**src/rtl/mem_arbiter.sv**
```systemverilog
// mem_arbiter: shares one memory port between I-fill, D-fill and D-writeback requests.
// One transaction in flight; round-robin between fills, writeback always first.
module mem_arbiter #(
  parameter int ADDR_W = 32,
  parameter int LINE_W = 128
) (
  input  logic              clock,
  input  logic              reset,
  input  logic              i_read,
  input  logic [ADDR_W-1:0] i_addr,
  output logic [LINE_W-1:0] i_rdata,
  output logic              i_rvalid,
  input  logic              d_read,
  input  logic              d_write,
  input  logic [ADDR_W-1:0] d_rd_addr,
  input  logic [ADDR_W-1:0] d_wr_addr,
  input  logic [LINE_W-1:0] d_wdata,
  output logic [LINE_W-1:0] d_rdata,
  output logic              d_rvalid,
  output logic              d_wdone,
  output logic              m_read,
  output logic              m_write,
  output logic [ADDR_W-1:0] m_rd_addr,
  output logic [ADDR_W-1:0] m_wr_addr,
  output logic [LINE_W-1:0] m_wdata,
  input  logic [LINE_W-1:0] m_rdata,
  input  logic              m_rvalid,
  input  logic              m_wdone
);
  typedef enum logic [1:0] {IDLE, D_WB, D_FILL, I_FILL} state_t;
  state_t state, nxt;
  logic last_d;
  logic [ADDR_W-1:0] rd_addr_q, wr_addr_q;
  logic [LINE_W-1:0] wdata_q;
  always_comb begin
    nxt = state;
    m_read = 1'b0;
    m_write = 1'b0;
    i_rvalid = 1'b0;
    d_rvalid = 1'b0;
    d_wdone = 1'b0;
    case (state)
      IDLE: nxt = d_write ? D_WB :
                  (d_read && i_read) ? (last_d ? I_FILL : D_FILL) :
                  d_read ? D_FILL : i_read ? I_FILL : IDLE;
      D_WB: begin
        m_write = 1'b1;
        d_wdone = m_wdone;
        nxt = m_wdone ? (d_read ? D_FILL : IDLE) : D_WB;
      end
      D_FILL: begin
        m_read = 1'b1;
        d_rvalid = m_rvalid;
        nxt = m_rvalid ? IDLE : D_FILL;
      end
      default: begin
        m_read = 1'b1;
        i_rvalid = m_rvalid;
        nxt = m_rvalid ? IDLE : I_FILL;
      end
    endcase
  end
  // capture request operands only on entry to a grant state so later request changes are ignored
  always_ff @(posedge clock or posedge reset) begin
    if (reset) begin
      state <= IDLE;
      last_d <= 1'b0;
      rd_addr_q <= '0;
      wr_addr_q <= '0;
      wdata_q <= '0;
    end else begin
      state <= nxt;
      if (nxt == D_WB && state != D_WB) begin
        wr_addr_q <= d_wr_addr;
        wdata_q <= d_wdata;
      end
      if (nxt != state && (nxt == D_FILL || nxt == I_FILL))
        rd_addr_q <= (nxt == D_FILL) ? d_rd_addr : i_addr;
      if (m_rvalid && (state == D_FILL || state == I_FILL))
        last_d <= (state == D_FILL);
    end
  end
  assign m_rd_addr = rd_addr_q;
  assign m_wr_addr = wr_addr_q;
  assign m_wdata = wdata_q;
  assign i_rdata = m_rdata;
  assign d_rdata = m_rdata;
endmodule
```
**config.mk**
```make
export PLATFORM = sky130hd
export DESIGN_NAME = mem_arbiter
export DESIGN_NICKNAME = d
export VERILOG_FILES = /design/src/rtl/mem_arbiter.sv
export SDC_FILE = /design/constraint.sdc
export NUM_CORES = 1
export LEC_CHECK = 0
export ABC_AREA = 1
export CORE_AREA = 2 2 315 317
export CTS_BUF_LIST = sky130_fd_sc_hd__clkbuf_16
export CTS_CLUSTER_SIZE = 25
export DETAILED_ROUTE_END_ITERATION = 10
export DIE_AREA = 0 0 317 319
export GPL_TIMING_DRIVEN = 0
export PLACE_DENSITY = 0.31
export SLEW_MARGIN = 40
export SYNTH_ARGS = -nofsm -noshare
export SYNTH_HDL_FRONTEND = slang
export SYNTH_SLANG_ARGS = --single-unit
```
**constraint.sdc**
```tcl
create_clock -name clock -period 9.91 [get_ports clock]
set_input_delay 2.973 -clock clock [delete_from_list [all_inputs] [get_ports clock]]
set_output_delay 2.973 -clock clock [all_outputs]
set_load 0.02 [all_outputs]
```
### Word level (Yosys, flattened, before mapping)

Cells that the tools add are included.
W data, S select, Z words.

* output and inout port bits: 453
* register bits after elaboration: 195
* bits of input ports: 359

* reduce and logical (&&, ||, !) cells: 9
* multiplexer cells: 16
* eq/ne operators: 8

Operators with widths (number)
* $mux W32: 1
* $mux W2: 8
* $eq A2 B2 Y1 const B: 4
* $mux W1: 6
* $pmux W2 S3: 1
* $eq A2 B1 Y1 const B: 2
* $logic_and A1 B1 Y1: 4
* $reduce_or A3 Y1: 1
* $logic_not A2 Y1: 1
* $logic_or A1 B1 Y1: 2
* $ne A2 B1 Y1 const B: 1
* $ne A2 B2 Y1: 1
* $reduce_or A2 Y1: 1

### Longest topological paths before layout

Gate-level depths: netlist of the first run.

* depth after elaboration: 8
* mapped depth: 12
* mapped depth without buffers: 10

### Least setup slack after synthesis of the first run

OpenSTA, ideal clock, no wires.

* path type: input to output
* start: input m_rvalid
* end: output i_rvalid
* stages on the path: 2
* setup slack: 3.570 ns
* data required time: 6.937 ns
* buffers on the path: 0
* arrival time: 3.367 ns
* cell sequence: nand2_1 > nor2_1

* longest elaborated chain between the ends: 1

Ends and longest elaborated chain
* from (decl): RTL line 27 `input logic m_rvalid,`
* $mux W1: RTL line 42 `case (state)`
* to (decl): RTL line 12 `output logic i_rvalid,`

Every way passes these cells.

### Final worst setup path of the first run

Same ends and word-level chain as after synthesis.

==> flow_summary.ini, run 1 <==
[run_status]
status = completed

[finish]
regArea_um2 = 4880
layout_common_cells = clkdlybuf4s50_1 (683), nand2_1 (490), buf_4 (256)
multi_input_area_um2 = 2920
area_growth_pct = 90.3
mostFrequentLayoutCell = clkdlybuf4s50_1
n_antenna_cell = 0
nets = 2293
fillers = 10915
final_layout_size_suffix_gt1_share_pct = 17.8
final_area_um2 = 19200

[drt]
post_drt_wl_per_cell_um = 16.0
drc_errors = 0
num_vias = 10418
avgViaCountPerCell = 3.22
drtAntennaViolNets = 0
dr.pass1.iters = 4
drtIter0Drc = 483
finalWirelength_um = 51900

[clock_tree]
hold_buffers = 0
clock_path_buffers = 2
clk_pin_slew_ps = 80
clk_latency_ps = 520
cts_buffers = 17
cts-root-buf = clkbuf_16
postCtsSetupBuffers = 0
htree_levels = 4
cts_tree = yes
cts_resized = 0
clock_sinks = 195

[sta]
fmax_mhz = 135
tightest_slew_ps = 646
finalClockSkew_ps = 26.5
post-route-period-util_pct = 74.7
finalSetupViolations = 0
fin_setup_tns_ps = 0
fin_crit_ps = 7400
final_hold_viol_count = 0
drv_slew = 0
rsz0062_at_grt = false
slew_headroom_pct = 56.9

[placement]
io_buffer_count = 683
hpwlAfterDp_um = 43100
routabilityCongestion = 0.772
placed_cell_area_um2 = 18600

[die]
rows = 115
die_area_um2 = 101000
die_h_um = 319
boundaryPins = 812
dieWidth_um = 317
core_area_um2 = 97700
initial_utilization_pct = 10.3

[critical_path]
crit_start = m_rvalid
required_ps = 6940
end_kind = primary output
r2r_slack_ps = 7310
rr_startpoint = state[0]
reg2reg_depth = 9
crit_type = input port to primary output
arrival_ps = 4430
startpoint_type = input port
cp-endpoint = i_rvalid
path_max_fanout = 4
r2r-end = m_wdata[103]

[synthesis]
ys_seq_area_share_pct = 48.3
syn_nets = 1588
ys_seq_elements = 195
synth-edff-count = 0
ys_types = 17
synth_ff_type = dfrtp_1
avgSynthCellArea_um2 = 8.22
synthCells = 1229
synth_area_um2 = 10100
async_flop_share_pct = 100
ys_warn_count = 0

[global_route]
grt_max_degree = 63
antenna_found_initial = 9
grt_util_met2_pct = 17.8
use_met1_pct = 10.2
grt_pass1_vias = 11036
grt_use_met3_pct = 4.83
grt-ovfl-total = 0
busiest_layer = met2
grt_pass1_wl_um = 73600
track_usage_pct = 10.0

[power_and_ir_drop]
leakagePower_nw = 8.86
pwr_density_cell_nw_per_um2 = 281
power_mw = 5.39
irDropWorstVdd_uv = 108

[run]
maxCapViolCount = 0

[min_path]
min_path_type = register to register
-- synthesized netlist by cell type (2+ instances only) --
master | instances | area [um^2]
nand2_1 | 490 | 1840
buf_4 | 256 | 1920
dfrtp_1 | 195 | 4880
nand3_1 | 195 | 976
buf_2 | 46 | 230
clkbuf_1 | 12 | 45.0
inv_1 | 9 | 33.8
buf_1 | 8 | 30.0
nor2_1 | 5 | 18.8
inv_2 | 4 | 15.0
buf_6 | 2 | 22.5
nor2_4 | 2 | 22.5
-- per-layer routing --
metal / up-vias / wire (um)
met1: 4868 / 18900
li1: 5008 / -
met2: 469 / 26100
met5: - / 120
met4: 18 / 1020
met3: 55 / 5690
-- stage by stage --
stage / worst slack (ps) / std cells / utilization, % / hold WS [ps]
2_1_floorplan: 1620 / 1229 / - / 481
3_3_place_gp: -2560 / 3199 / 19.0 / 454
3_5_place_dp: 2510 / 3202 / 19.1 / 457
4_1_cts: 2490 / 3234 / 19.7 / 477
5_1_grt: 2420 / 3234 / 19.7 / 483
6_report: 2510 / 3234 / 19.7 / 471
-- worst min path at each step --
stage	endpoint	slack, ps	depth (start not counted)	from
after floorplan	last_d	480	2	last_d
final	m_wdata[74]	470	2	m_wdata[74]
after global routing	m_wdata[83]	480	2	m_wdata[83]
after CTS	m_wdata[127]	480	2	m_wdata[127]
after global placement	m_wdata[1]	450	2	m_wdata[1]
after detailed placement	m_wr_addr[24]	460	2	m_wr_addr[24]
-- critical path, cell delays in order --
cell             delay, ps
clkdlybuf4s50_1        520
nand2_1                120
nor2_1                 160
clkdlybuf4s50_1        660
-- kinds of logic after synthesis --
kind of cell	after synthesis	synth area share, %
simple gates	695	28.7
buf+inv	337	22.8
flops	195	48.3
compound gates	2	0.211
-- where the power goes --
group          switching [mW]  internal [mW]
combinational            1.97           1.28
sequential              0.210           1.19
clock                   0.372          0.375
total                    2.55           2.85
-- layout make-up --
type,instances,area share [%]
plain buffers,324,11.7
clock buffers,17,2.21
clock inverters,15,0.814
inverters,13,0.293
multi-input cells,697,15.2
flip-flops and latches,195,25.4
well taps,1287,8.38
repair buffers,686,36.0
-- sequential cells by signal, indices dropped and copies added (netlist names) --
register,flops
m_wdata,128
m_rd_addr,32
m_wr_addr,32
state,2
last_d,1
(Power assumes the default switching activity.)
==> run 2: changes to the inputs <==
clock period = 7.31 ns   (was 9.91 ns; I/O delays follow)
==> flow_summary.ini, run 2 (synthesized netlist as in run 1, its figures left out) <==
[drt]
num_vias = 10343
drtAntennaViolNets = 0
dr.pass1.iters = 5
post_drt_wl_per_cell_um = 16.2
drtIter0Drc = 365
finalWirelength_um = 52600
avgViaCountPerCell = 3.19
drc_errors = 0

[placement]
routabilityCongestion = 0.752
hpwlAfterDp_um = 44300
io_buffer_count = 683

[power_and_ir_drop]
power_mw = 7.33
irDropWorstVdd_uv = 126
pwr_density_cell_nw_per_um2 = 379
leakagePower_nw = 8.91

[finish]
mostFrequentLayoutCell = clkdlybuf4s50_1
largest_reg_flops = 128
nets = 2300
area_growth_pct = 91.6
fin_util_pct = 19.8
final_layout_size_suffix_gt1_share_pct = 18.1
fillers = 10919
layout_common_cells = clkdlybuf4s50_1 (683), nand2_1 (490), buf_4 (256)

[clock_tree]
hold_buffers = 0
clk_pin_slew_ps = 70
clk_latency_ps = 520
postCtsSetupBuffers = 0
clock_sinks = 195
cts_tree = yes
cts_resized = 0
cts-root-buf = clkbuf_16
cts_buffers = 17
htree_levels = 4
clock_path_buffers = 2

[die]
dieWidth_um = 317
boundaryPins = 812
core_area_um2 = 97700
die_area_um2 = 101000
rows = 115
initial_utilization_pct = 10.3
die_h_um = 319

[critical_path]
path_max_fanout = 4
crit_path_frequent_cell = clkdlybuf4s50_1
required_ps = 5120
startpoint_type = input port
end_kind = primary output
crit_slowest_cell = clkdlybuf4s50_1
crit_type = input port to primary output
arrival_ps = 3640
crit_chain = clkdlybuf4s50_1, nand2_1, nor2_1, clkdlybuf4s50_1
critPathMaxStageDelay_ps = 680

[sta]
final_hold_viol_count = 0
fin_crit_ps = 5830
fmax_mhz = 171
tightest_slew_ps = 711
drv_slew = 0
post-route-period-util_pct = 79.8
finalClockSkew_ps = 13.3
finalSetupViolations = 0
rsz0062_at_grt = false
slew_headroom_pct = 52.6
fin_setup_tns_ps = 0

[min_path]
min_path_type = register to register

[global_route]
grt_pass1_wl_um = 74400
grt-ovfl-total = 0
track_usage_pct = 10.2
antenna_found_initial = 5
grt_max_degree = 23
grt_pass1_vias = 11176

[run_status]
status = completed

[run]
maxCapViolCount = 0
-- run 2: cell count changes in the layout (fill, tap and decap cells not counted), moves of 2 or more --
cell and delta:
clkinv_1 +2, inv_8 -3, clkinv_4 +3, inv_1 -2
buf_12 +5, diode_2 +3, buf_16 +2
-- run 2: path summary, 6_finish.rpt --
path / cells after the start / endpoint / start / slack (ps)
max: 4 / i_rvalid / m_rvalid / 1480
min: 2 / m_wdata[13] / m_wdata[13] / 470
max reg2reg: 9 / m_wdata[95] / state[0] / 4780
min reg2reg: 2 / m_wdata[13] / m_wdata[13] / 470
max in group asynchronous: 7 / m_wdata[20] / reset / 3990
min in group asynchronous: 2 / m_wdata[109] / reset / 2040
-- run 2: where the power goes --
part,switching [mW],internal (mW)
combinational,2.70,1.74
sequential,0.296,1.62
clock,0.505,0.472
-- run 2: through the flow --
| step | hold slack (ps) | worst slack (ps) | std cells | cell area [um^2] |
|---|---|---|---|---|
| after floorplan | 481 | 2530 | 1229 | 10100 |
| after global placement | 455 | 286 | 3199 | 18600 |
| after detailed placement | 457 | 1470 | 3209 | 18800 |
| after CTS | 475 | 1450 | 3241 | 19300 |
| after global routing | 484 | 1370 | 3241 | 19300 |
| final | 472 | 1480 | 3244 | 19400 |
-- run 2: critical path, delay by kind of cell --
kind | cells | cell delay [ps]
buf+inv | 2 | 1160
simple gates | 2 | 280
-- run 2: per-layer routing --
| metal | global-route usage [%] | routed length [um] |
|---|---|---|
| met1 | 10.5 | 19300 |
| met4 | 2.97 | 874 |
| met2 | 18.1 | 26700 |
| met3 | 4.79 | 5710 |
| met5 | 0 | 27 |
-- run 2: area by class of cell --
| cell class | instances | area [um^2] | area share [%] |
|---|---|---|---|
| clock inverters | 15 | 131 | 0.679 |
| clock buffers | 17 | 425 | 2.20 |
| well taps | 1287 | 1610 | 8.32 |
| repair buffers | 693 | 7070 | 36.6 |
| diodes | 3 | 7.51 | 0.0388 |
| plain buffers | 324 | 2250 | 11.6 |
| inverters | 13 | 52.6 | 0.272 |
| flip-flops and latches | 195 | 4880 | 25.2 |
| multi-input cells | 697 | 2920 | 15.1 |
